File: config.mk
export PLATFORM = sky130hd
export DESIGN_NAME = addsub16_pipe
export DESIGN_NICKNAME = d
export VERILOG_FILES = /design/src/rtl/addsub_pkg.sv /design/src/rtl/addsub16_pipe_prefix_cell.sv /design/src/rtl/addsub16_pipe.sv
export SDC_FILE = /design/constraint.sdc
export NUM_CORES = 1
export LEC_CHECK = 0
export CORE_MARGIN = 1.5
export CORE_UTILIZATION = 53
export DETAILED_ROUTE_END_ITERATION = 8
export HOLD_SLACK_MARGIN = 0.05
export PLACE_DENSITY = 0.8
export SYNTH_ARGS = -nofsm -noshare
export SYNTH_HDL_FRONTEND = slang
export SYNTH_SLANG_ARGS = --single-unit
File: constraint.sdc
create_clock -name clk -period 2.55 [get_ports clk]
set_input_delay 0.51 -clock clk [delete_from_list [all_inputs] [get_ports clk]]
set_output_delay 0.51 -clock clk [all_outputs]
set_load 0.03 [all_outputs]
File: src/rtl/addsub_pkg.sv
// Shared types and constants for the adder operand/result interface.
package addsub_pkg;

    localparam int WIDTH = 16;

    localparam logic OP_ADD = 1'b0;
    localparam logic OP_SUB = 1'b1;

    function automatic int clog2(input int value);
        int r;
        r = 0;
        for (int i = 0; i < 31; i++) begin
            if ((1 << i) < value) r = i + 1;
        end
        return r;
    endfunction

    typedef struct packed {
        logic [WIDTH-1:0] a;
        logic [WIDTH-1:0] b;
        logic             sub;
        logic             cin;
    } operand_t;

    typedef struct packed {
        logic [WIDTH-1:0] sum;
        logic             cout;
        logic             ovf;
        logic             zero;
    } result_t;

endpackage

File: src/rtl/addsub16_pipe_prefix_cell.sv
// Kogge-Stone group combine: (g_hi, p_hi) o (g_lo, p_lo).
module prefix_cell (
    input  logic g_hi,
    input  logic p_hi,
    input  logic g_lo,
    input  logic p_lo,
    output logic g_out,
    output logic p_out
);

    assign g_out = g_hi | (p_hi & g_lo);
    assign p_out = p_hi & p_lo;

endmodule

File: src/rtl/addsub16_pipe.sv
// Two-stage flow-controlled add/subtract unit on a Kogge-Stone prefix adder.
// Define ADDSUB_SAT_EN to saturate the sum on signed overflow.
module addsub16_pipe
    import addsub_pkg::*;
#(
    parameter int WIDTH     = addsub_pkg::WIDTH,
    parameter int S1_LEVELS = 2
) (
    input  logic             clk,
    input  logic             rst,
    input  logic             in_valid,
    output logic             in_ready,
    input  logic [WIDTH-1:0] in_a,
    input  logic [WIDTH-1:0] in_b,
    input  logic             in_sub,
    input  logic             in_cin,
    output logic             out_valid,
    input  logic             out_ready,
    output logic [WIDTH-1:0] out_sum,
    output logic             out_cout,
    output logic             out_ovf,
    output logic             out_zero
);

    localparam int LEVELS = clog2(WIDTH);

`ifdef ADDSUB_SAT_EN
    localparam bit SAT_EN = 1'b1;
`else
    localparam bit SAT_EN = 1'b0;
`endif

    // Handshake: a beat moves on any cycle where valid && ready; a stage
    // advances when it is empty or its downstream stage advances.
    logic s1_v, s2_v;
    logic s1_adv, s2_adv;

    assign s2_adv    = !s2_v || out_ready;
    assign s1_adv    = !s1_v || s2_adv;
    assign in_ready  = s1_adv;
    assign out_valid = s2_v;

    logic [WIDTH-1:0] bx, p0, g0;
    logic             c0;

    // Carry-in is folded into bit 0 so group generates become real carries.
    always_comb begin
        bx = (in_sub == OP_SUB) ? ~in_b : in_b;
        c0 = in_cin ^ in_sub;
        p0 = in_a ^ bx;
        g0 = (in_a & bx) | {{(WIDTH-1){1'b0}}, p0[0] & c0};
    end

    wire [WIDTH-1:0] lvl_g [0:LEVELS];
    wire [WIDTH-1:0] lvl_p [0:LEVELS];

    assign lvl_g[0] = g0;
    assign lvl_p[0] = p0;

    logic [WIDTH-1:0] s1_g, s1_gp, s1_p;
    logic             s1_c0, s1_a_msb, s1_bx_msb;

    for (genvar lv = 0; lv < LEVELS; lv++) begin : g_level
        localparam int DIST = 1 << lv;
        wire [WIDTH-1:0] src_g;
        wire [WIDTH-1:0] src_p;

        if (lv == S1_LEVELS) begin : g_from_reg
            assign src_g = s1_g;
            assign src_p = s1_gp;
        end else begin : g_from_comb
            assign src_g = lvl_g[lv];
            assign src_p = lvl_p[lv];
        end

        for (genvar i = 0; i < WIDTH; i++) begin : g_bit
            if (i >= DIST) begin : g_cell
                prefix_cell u_cell (
                    .g_hi  (src_g[i]),
                    .p_hi  (src_p[i]),
                    .g_lo  (src_g[i-DIST]),
                    .p_lo  (src_p[i-DIST]),
                    .g_out (lvl_g[lv+1][i]),
                    .p_out (lvl_p[lv+1][i])
                );
            end else begin : g_pass
                assign lvl_g[lv+1][i] = src_g[i];
                assign lvl_p[lv+1][i] = src_p[i];
            end
        end
    end

    always_ff @(posedge clk or posedge rst) begin
        if (rst) begin
            s1_v      <= 1'b0;
            s1_g      <= '0;
            s1_gp     <= '0;
            s1_p      <= '0;
            s1_c0     <= 1'b0;
            s1_a_msb  <= 1'b0;
            s1_bx_msb <= 1'b0;
        end else if (s1_adv) begin
            s1_v <= in_valid;
            if (in_valid) begin
                s1_g      <= lvl_g[S1_LEVELS];
                s1_gp     <= lvl_p[S1_LEVELS];
                s1_p      <= p0;
                s1_c0     <= c0;
                s1_a_msb  <= in_a[WIDTH-1];
                s1_bx_msb <= bx[WIDTH-1];
            end
        end
    end

    logic [WIDTH-1:0] carry, sum_d;
    logic             cout_d, ovf_d;

    always_comb begin
        carry  = {lvl_g[LEVELS][WIDTH-2:0], s1_c0};
        sum_d  = s1_p ^ carry;
        cout_d = lvl_g[LEVELS][WIDTH-1];
        ovf_d  = (s1_a_msb == s1_bx_msb) && (sum_d[WIDTH-1] != s1_a_msb);
        if (SAT_EN && ovf_d) begin
            sum_d = s1_a_msb ? {1'b1, {(WIDTH-1){1'b0}}} : {1'b0, {(WIDTH-1){1'b1}}};
        end
    end

    always_ff @(posedge clk or posedge rst) begin
        if (rst) begin
            s2_v     <= 1'b0;
            out_sum  <= '0;
            out_cout <= 1'b0;
            out_ovf  <= 1'b0;
            out_zero <= 1'b0;
        end else if (s2_adv) begin
            s2_v <= s1_v;
            if (s1_v) begin
                out_sum  <= sum_d;
                out_cout <= cout_d;
                out_ovf  <= ovf_d;
                out_zero <= (sum_d == '0);
            end
        end
    end

endmodule
Word level (Yosys, flattened, before mapping)
Index checks and enable logic that the tools add are counted.

Register bits after elaboration: 72. Word-level logic and storage cells: 165. Output and inout port bits: 21. Input bits: 38.

Mux-type cells: 1. Reduce and logical (&&, ||, !) cells: 8. Eq/ne operators: 2. Bitwise gates (word level): 142.

Operators with widths (number): bitwise AND 1 bit (87); OR 1 bit (49); bitwise XOR 16 bit (2); bitwise AND 16 bit (1); zero test 16 bit (1); two-way mux 16 bit (1); NOT 16 bit (1); OR 16 x 1 -> 16 bit (1); AND reduction 2 bit (2); zero test 1 bit (2); logical OR 1 bit (2); == test 1 bit (1); logical AND 1 bit (1); inequality test 1 bit (1); bitwise XOR 1 bit (1).

Logic depth before layout (Yosys ltp)
Gate-level depths: netlist (run 1).

Depth after elaboration: 9. Mapped depth: 9. Mapped depth without buffers: 6.

Modules after synthesis
From an unflattened synthesis (run 1), not the netlist that was laid out.

Cell total of the unflattened synthesis: 327. Area total of the unflattened synthesis: 3925.0 um2.

Modules (own cells, without submodules): addsub16_pipe (cells each 229, area an instance 3189.3 um2, times used 1); prefix_cell (cells each 2, area an instance 15.0 um2, times used 49).

Worst setup path after synthesis (run 1)
No wires, ideal clock.

Path type: input -> register. Start point: in in_sub. End point: reg s1_g[6], in the netlist g_level[2].src_g[6]. Stages: 9. Data required time: 2.416 ns. Setup time: 0.134 ns. Slack: 0.365 ns. Data arrival time: 2.051 ns. Buffers on the path: 3. Cell sequence: buf_2 -> buf_2 -> xor2_1 -> ha_1 -> clkbuf_1 -> a21o_1 -> a21o_1 -> a21oi_1 -> o21ai_0.

RTL lines: from (decl) (line addsub16_pipe.sv:15) `input logic in_sub,`; two-way mux 16 bit (line addsub16_pipe.sv:48) `bx = (in_sub == OP_SUB) ? ~in_b : in_b;`; bitwise XOR 16 bit (line addsub16_pipe.sv:50) `p0 = in_a ^ bx;`; net g_level[0].g_bit[4].g_cell.u_cell.p_hi (line addsub16_pipe_prefix_cell.sv:4) `input logic p_hi,`; bitwise AND 1 bit (line addsub16_pipe_prefix_cell.sv:11) `assign g_out = g_hi | (p_hi & g_lo);`; OR 1 bit (line addsub16_pipe_prefix_cell.sv:11); bitwise AND 1 bit (line addsub16_pipe_prefix_cell.sv:11); OR 1 bit (line addsub16_pipe_prefix_cell.sv:11); to (signal assigned) (line addsub16_pipe.sv:105) `s1_g <= lvl_g[S1_LEVELS];`; to (decl) (line addsub16_pipe.sv:60) `logic [WIDTH-1:0] s1_g, s1_gp, s1_p;`.

The timed path passes the listed nets, and every way through them passes these cells. A chain may end at the register's enable or synchronous reset.

Worst setup path after layout (run 1)
Start point: in out_ready. End point: out in_ready.

Cells in the longest elaborated chain, start to end: 2.

Ends and longest elaborated chain: from (decl) (line addsub16_pipe.sv:18) `input logic out_ready,`; logical OR 1 bit (line addsub16_pipe.sv:38) `assign s2_adv = !s2_v || out_ready;`; logical OR 1 bit (line addsub16_pipe.sv:39) `assign s1_adv = !s1_v || s2_adv;`; to (decl) (line addsub16_pipe.sv:12) `output logic in_ready,`.

Every way passes these cells.

==> results of run 1 <==
layer usage:
layer | global-route usage | up-vias | share of wire
met1 | 0.3238 | 1295 | 0.45
met2 | 0.3709 | 90 | 0.48
met3 | 0.03638 | 12 | 0.050
li1 | - | 1344 | -
met5 | 0 | - | 0
met4 | 0.09240 | 0 | 0.020
sequential cells by signal, summed over array words and instances, names as in the netlist, 13 cells and up:
register	flops
g_level.src_g	16
out_sum	16
s1_p	15
g_level.src_p	13
cell type report:
class                   instances  area, µm²  share of cell area
clock buffers                  10      137.6             0.03062
clock inverters                 6      111.4             0.02478
inverters                       3      11.26            0.002506
multi-input cells             249       1705              0.3795
flip-flops and latches         68       1702              0.3786
well taps                      77      96.34             0.02144
repair buffers                 73      730.7              0.1626
power breakdown:
part / switching [mW] / leakage [nW] / internal, mW
clock: 0.402 / 0.122 / 0.676
sequential: 0.177 / 0.841 / 1.33
combinational: 0.702 / 1.13 / 0.579
total: 1.28 / 2.09 / 2.59
layout by cell type, fill, tap and decap left out, types with 3 or more instances in the layout:
cell type and instances:
a21boi_0 4, a21o_1 27, a21oi_1 21, buf_12 3, buf_4 12, bufinv_16 3
clkbuf_8 10, clkdlybuf4s50_1 58, dfrtp_1 68, ha_1 16, mux2_1 15, mux2_2 8
nand2_1 47, nand2b_1 3, nand3_1 5, nand4_1 13, o21ai_0 32, o21ai_1 5
o31ai_1 4, xnor2_1 5, xor2_1 23
Yosys cell counts:
| cell type | instances | share of area |
|---|---|---|
| o21ai_1 | 5 | 0.0071 |
| o31ai_1 | 4 | 0.0086 |
| nand3b_1 | 1 | 0.0021 |
| xor2_1 | 23 | 0.058 |
| xnor2_1 | 5 | 0.013 |
| a21o_1 | 27 | 0.058 |
| mux2_2 | 8 | 0.026 |
| mux2_1 | 15 | 0.048 |
| a21boi_1 | 2 | 0.0043 |
| nor4_1 | 1 | 0.0018 |
| dfrtp_1 | 68 | 0.49 |
| nand4_1 | 13 | 0.023 |
| inv_1 | 3 | 0.0032 |
| buf_2 | 4 | 0.0057 |
| a211oi_1 | 2 | 0.0043 |
| nand2b_1 | 3 | 0.0054 |
| nor2_1 | 1 | 0.0011 |
| nand3_1 | 5 | 0.0071 |
| a41o_1 | 1 | 0.0029 |
| ha_1 | 16 | 0.057 |
| nand2_1 | 48 | 0.051 |
| and3b_1 | 1 | 0.0025 |
| o211ai_1 | 1 | 0.0021 |
| or4_1 | 1 | 0.0021 |
| a21boi_0 | 4 | 0.0086 |
| o22ai_1 | 2 | 0.0036 |
| a31oi_1 | 2 | 0.0036 |
| or3_1 | 2 | 0.0036 |
| o21ai_0 | 32 | 0.046 |
| a211o_1 | 1 | 0.0025 |
| clkbuf_1 | 17 | 0.018 |
| a21oi_1 | 21 | 0.030 |
| and2_1 | 1 | 0.0018 |
| and3_1 | 1 | 0.0018 |
kinds of logic (layout without fill, tap and decap cells):
logic type | Yosys count | after routing | share of synthesized area
buffers and inverters | 24 | 92 | 0.02717
AND/OR/NAND/NOR | 78 | 78 | 0.1040
adder cells (fa/ha/maj) | 16 | 16 | 0.05720
AO/OA/AOI/OAI | 104 | 104 | 0.1813
flip-flops | 68 | 68 | 0.4862
multiplexers | 23 | 23 | 0.07401
XOR/XNOR | 28 | 28 | 0.07007
worst max-delay path: cells and delay by family:
| family | cells | cell delay, ns |
|---|---|---|
| buffers and inverters | 2 | 1.16 |
| and+or+nand+nor | 1 | 0.16 |
metrics by stage:
step	total power, mW	instance area (µm²)	hold slack, ns	utilization
after floorplan	2.280	3500	0.4435	-
after global placement	2.758	4245	0.4608	0.6686
after detailed placement	2.805	4245	0.4693	0.6686
after CTS	3.891	4494	0.4850	0.7078
after global routing	4.087	4494	0.5164	0.7078
final	3.867	4494	0.4812	0.7078
path summary, 6_finish.rpt:
path | start | end | depth (start not counted)
setup / recovery | out_ready | in_ready | 3
hold / removal | out_sum[11] | out_sum[11] | 2
setup reg to reg | g_level[2].src_g[1] | out_zero | 5
hold reg to reg | out_sum[11] | out_sum[11] | 2
max in group asynchronous | rst | g_level[2].src_g[13] | 3
min in group asynchronous | rst | out_sum[3] | 3
==> impl.org, run 1 <==
** Run status
- Status :: completed

** CTS
- Gates resized during post-CTS repair numbered 0.
- CTS clock-pin slew for the worst setup and hold paths :: 0.07 ns
- In this run, CTS created clock tree buffers numbering 9.
- Number of post-CTS setup repair buffers :: 0
- H-Tree Level Count :: 3
- The root buffer cell chosen for the clock tree is clkbuf_8.
- Hold buffer count at CTS :: 0
- CTS sink cnt :: 68
- Clk_lat worst skew :: 0.34 ns
- TritonCTS clock tree :: done
- Deepest clock path buffer count :: 2

** Job
- Across the run, the number of max-cap violations was 0.

** Place
- Buffers placed on the I/O ports in this run total 58.
- Place WS :: 0.1588 ns
- RePlAce Congestion :: 0.8345
- The wire-length estimate of the detail-placed layout is 5336 µm.
- Counting tap cells, the placed design contains a total of 470 instances.

** Floorplanning
- The die is 84.26 µm wide.
- Chip Height :: 84.26 µm
- The floorplan step defined a die boundary enclosing 7100 µm².
- Effective utilization at floorplan :: 0.5511
- The floorplan step defined a core boundary enclosing 6350 µm².
- 59 I/O pins were placed.
- Row count :: 29

** Power and ir drop
- Lkg Pwr :: 2.089 nW
- Pwr/cell area :: 860.4 nW/µm²
- Peak supply drop :: 0.0005536 V

** STA
- Transition time at the pin with the least slew margin :: 0.3890 ns
- Number of pins exceeding their max-slew limit in the final report :: 0
- Accumulated negative setup slack :: 0 ns
- For the finished layout, the period the worst path requires is 2.331 ns.
- Of the available clock period, the critical path in the final layout requires 0.9141.
- Maximum achievable frequency :: 0.4290 GHz
- Clock skew on the completed layout was measured at 0.01095 ns.
- In this run the tightest slew margin relative to its limit is 0.7407.
- The final count of hold timing violations came to 0.
- Setup repair after global routing left no endpoint under its margin.
- Setup violations remaining at the end of the flow were counted as 0.
- Final worst slack :: 0.2192 ns

** Global route
- Across every metal layer, demand over resource in global routing totals 0.2333.
- Global-route wire length before repair :: 13100 µm
- The number of antenna violations at the first check in global routing was 0.
- Summed over all layers, the global routing overflow is 0.
- Largest net degree at the start of global routing :: 74
- Vias in the first global route :: 2804

** Hold path
- The path class of the tightest hold or removal check is reg -> reg.

** Critical path
- Arrival @ worst endpoint :: 1.82 ns
- STA classifies the critical path endpoint as an output port.
- Traced cell by cell, the critical path runs through clkdlybuf4s50_1 -> nand3b_1 -> clkdlybuf4s50_1.
- STA classifies the critical path startpoint as an input pin.
- Most common cell type on the critical path :: clkdlybuf4s50_1
- Highest net fanout along the worst path :: 3
- The critical path is of the in -> out type.
- Register-to-register setup slack :: 0.80 ns
- Data on the critical path is required at its endpoint by 2.04 ns.
- Largest stage delay on the critical path :: 0.69 ns
- The largest individual stage delay along the critical path comes from the cell clkdlybuf4s50_1.

** Route
- After the first detailed-routing iteration, the DRC count stood at 194.
- Mean routed wirelength per cell :: 15.46 µm
- The first detailed-routing pass ran for 4 iterations.
- Via/cell ratio :: 5.640
- In this run the remaining antenna-violating nets after routing total 0.
- Routed via count :: 2741
- # DRC :: 0
- Total length of routed wires :: 7512 µm

** Synth
- After synthesis the netlist holds a flip-flop and latch count of 68.
- Register area share after synthesis :: 0.4862
- Distinct cell type count after synthesis :: 34
- The synthesized netlist occupies a cell area of 3500 µm².
- During synthesis, Yosys emitted a total of 0 warnings.
- Synthesis handed over a netlist of 341 instances.
- Post-synth net total :: 395
- A synthesized cell averages 10.26 µm².

** Finish
- Relative to the synthesized area, the layout overhead comes to 28.42%.
- In the final layout, the share of cells above drive strength 1 is 0.1002.
- The layout has 502 filler cells.
- Number of nets in the layout :: 458
- Count of non-filler cells in the finished layout :: 486
- The number of antenna diodes in the final layout is 0.
Note: power is estimated with default switching activity, not from simulation.
==> run 2: changes to the inputs <==
- CORE_MARGIN: 1.5 -> unset
- RECOVER_POWER: unset -> 100
==> run 2 against run 1 <==
  * The flow now finishes with violations (max-capacitance violations, max-slew violations)
  * Die area fell by 2.4%
  * Wire length fell by 0.96%
  * Sequential share of layout area rose by 0.98 points
  * Combinational power fell by 5%
  * Sequential power barely moved
  * Cell area fell by 2.5%
  * Total power fell by 9.1%
  * Worst hold slack improved by 0.00099 ns
  * Critical path depth did not move
  * Final cell count fell by 0.21%
  * Flip-flop and latch count did not move
  * Register-to-register slack got worse by 0.07 ns
==> impl.org, run 2 (synthesized netlist as in run 1, its figures left out) <==
** Global route
- The global-route congestion overflow total is 0 (unchanged).
- The maximum number of pins on one net before global-route repair came to 74 (unchanged).
- Vias in the first global route :: 2779 (-0.89%)
- The number of antenna violations at the first check in global routing was 0 (unchanged).
- The first-pass GRT wire length came to 13090 µm (-0.11%).
- Total global-route track usage :: 0.2393 (+0.005971)

** STA
- Minimum clock period after layout :: 2.404 ns (+0.07280 ns)
- The final count of hold timing violations is 0 (unchanged).
- The maximum clock skew at final layout came to 0.008127 ns (-0.002822 ns).
- The total setup violations reported at the end of the flow is 0 (unchanged).
- Worst slew margin relative to its limit :: -0.07594 (-0.8166)
- Setup repair after global routing left no endpoint under its margin.
- The final-layout worst hold slack came to 0.4822 ns (+0.0009930 ns).
- Post-route clock period utilization :: 0.9426 (+0.02855)
- Accumulated negative setup slack :: 0 ns (unchanged)
- Transition time at the pin with the least slew margin :: 1.614 ns (+1.225 ns)
- Maximum achievable frequency :: 0.4160 GHz (-3.0%)
- The final number of max-transition violations is 69 (+69).

** CTS
- CTS clock-pin slew for the worst setup and hold paths :: 0.07 ns (about the same)
- The CTS buffer count is 9 (unchanged).
- The number of H-tree levels came to 3 (unchanged).
- The number of resized instances in the post-cts repair step came to 0 (unchanged).
- Number of post-CTS setup repair buffers :: 0 (unchanged)
- The root buffer cell chosen for the clock tree is clkbuf_8.
- The quantity of hold-fixing buffers added after cts came to 0 (unchanged).
- The maximum clock path buffer count was 2 (unchanged).
- TritonCTS clock tree :: done
- Clk_lat worst skew :: 0.35 ns (about the same)
- The clock net sink count is 68 (unchanged).

** Route
- The residual DRC count came to 0 (unchanged).
- The detailed-route via count came to 2811 (+2.6%).
- Via/cell ratio :: 5.796 (+2.8%)
- Iteration-0 DRC Markers :: 144 (-26%)
- The number of search-and-repair iterations in the first detailed-routing pass is 4 (unchanged).
- The post-detailed-routing wire length was 7440 µm (-0.96%).
- The average detailed-routed wire length per instance is 15.34 µm (-0.75%).
- The number of routed nets with antenna violations came to 0 (unchanged).

** Finish
- The library cell used most frequently in the layout, excluding fill and tap cells, is dfrtp_1.
- Filler cells :: 514 (+2.4%)
- Layout cell share with drive strength beyond 1 :: 0.09069 (-0.009558)
- The post-layout net count was 457 (-0.22%).
- The total non-filler cell area in the finished layout was 4380 µm² (-2.5%).
- Leading cell types in the layout, fill and taps excluded :: 68 x dfrtp_1, 47 x nand2_1, 36 x o21ai_0, 36 x clkdlybuf4s50_1, 27 x a21o_1
- Area of the multi-input gates :: 1705 µm² (unchanged)
- From synthesis to final layout, the design area changed by 25.17%.
- The number of diodes was 0 (unchanged).
- Area of all sequential standard cells :: 1702 µm² (unchanged)

** Power and ir drop
- The switching power share of the total was 0.3650 (+0.03391).
- The internal power summed over all cells came to 2.231 mW (-14%).
- The maximum resistive drop on vdd is 0.0005791 V (+4.6%).
- Pwr/cell area :: 802.1 nW/µm² (-6.8%)
- Clock share of power :: 0.225 (-0.054)
- Share of power burned in registers :: 0.426 (+0.036)
- The switching power is 1.283 mW (+0.17%).
- The leakage power summed over all cells came to 2.040 nW (-2.4%).
- The combinational power share is 0.348 (+0.017).

** Floorplanning
- Die area :: 6932 µm² (-2.4%)
- Area of the core :: 6350 µm² (unchanged)
- The horizontal die dimension is 83.26 µm (-1.2%).
- The initial standard-cell utilization of the core came to 0.5511 (unchanged).
- The number of placement rows came to 29 (unchanged).
- The number of primary I/O pins is 59 (unchanged).
- Chip Height :: 83.26 µm (-1.2%)

** Critical path
- The arrival time at the worst endpoint was 1.89 ns (+0.07 ns).
- Startpoint types :: input pin
- The worst setup path is of the in -> out kind.
- Buffering stage count on the worst path with inverters included :: 2 (unchanged)
- Worst R2R Path Depth :: 5 (unchanged)
- Cell with the biggest individual delay on the critical path :: dlygate4sd3_1
- Element type at the critical path end :: output port
- The largest fanout on the critical path came to 3 (unchanged).
- The peak per-stage delay on the critical path is 0.75 ns (+0.06 ns).
- Cell-by-cell trace of the critical path :: clkdlybuf4s50_1 -> nand3b_1 -> dlygate4sd3_1
- Broken down by cell family, the worst path's largest delay share belongs to buffers and inverters.
- Worst path required time :: 2.04 ns (about the same)
- The critical path depth in cells is 3 (unchanged).

** Run status
- Status :: finished with violations
- The final reports fail on max-capacitance violations, max-slew violations.

** Place
- Placed cell area :: 4238 µm² (-0.18%)
- The placer congestion estimate was 0.8843 (+6.0%).
- The half-perimeter wire length after detailed placement came to 5397 µm (+1.1%).
- The count of input and output buffers is 58 (unchanged).

** Job
- The number of maximum-capacitance constraint violations is 1 (+1).

** Hold path
- Class of the worst hold path :: reg -> reg
- Hold path cells :: 2 (unchanged)
-- run 2: cell type report --
class,instances,area share
repair buffers,72,0.1571
inverters,3,0.002571
well taps,77,0.02199
flip-flops and latches,68,0.3885
clock inverters,6,0.009140
clock buffers,10,0.03142
multi-input cells,249,0.3893
-- run 2: metal layers --
metal / vias to the layer above / routed length [µm] / GRT usage
met1: 1380 / 3449 / 0.3232
met5: - / 0 / 0
met4: 0 / 150 / 0.1113
met3: 13 / 305 / 0.04076
li1: 1349 / - / -
met2: 69 / 3535 / 0.3778
-- run 2: worst paths after layout --
check,start,to,slack [ns]
min in group asynchronous,rst,out_sum[3],1.03
max in group asynchronous,rst,g_level[2].src_g[12],0.56
setup / recovery,out_ready,in_ready,0.15
hold / removal,out_sum[8],out_sum[8],0.48
hold reg to reg,out_sum[8],out_sum[8],0.48
setup reg to reg,g_level[2].src_g[2],out_zero,0.73
-- run 2: stage by stage --
step	instances	power [mW]	utilization	setup WS, ns
2_1_floorplan	341	2.280	-	0.3285
3_3_place_gp	469	2.754	0.6674	0.2002
3_5_place_dp	469	2.800	0.6674	0.1241
4_1_cts	485	3.589	0.6954	0.2045
5_1_grt	485	3.711	0.6899	0.08218
6_report	485	3.514	0.6899	0.1464
-- run 2: worst register-to-register path: cells and delay by family (launching register included) --
family | cells | cell delay (ns)
AND/OR/NAND/NOR | 3 | 0.80
flip-flops | 1 | 0.45
AO/OA/AOI/OAI | 1 | 0.23
XOR/XNOR | 1 | 0.29
-- run 2: power by group through the flow --
stage          Sequential, mW  Clock (mW)  Combinational, mW
3_5_place_dp             1.52           0               1.28
2_1_floorplan            1.71           0              0.573
3_3_place_gp             1.51           0               1.24
6_report                 1.50       0.792               1.22
4_1_cts                  1.50       0.802               1.28
5_1_grt                  1.54       0.835               1.34
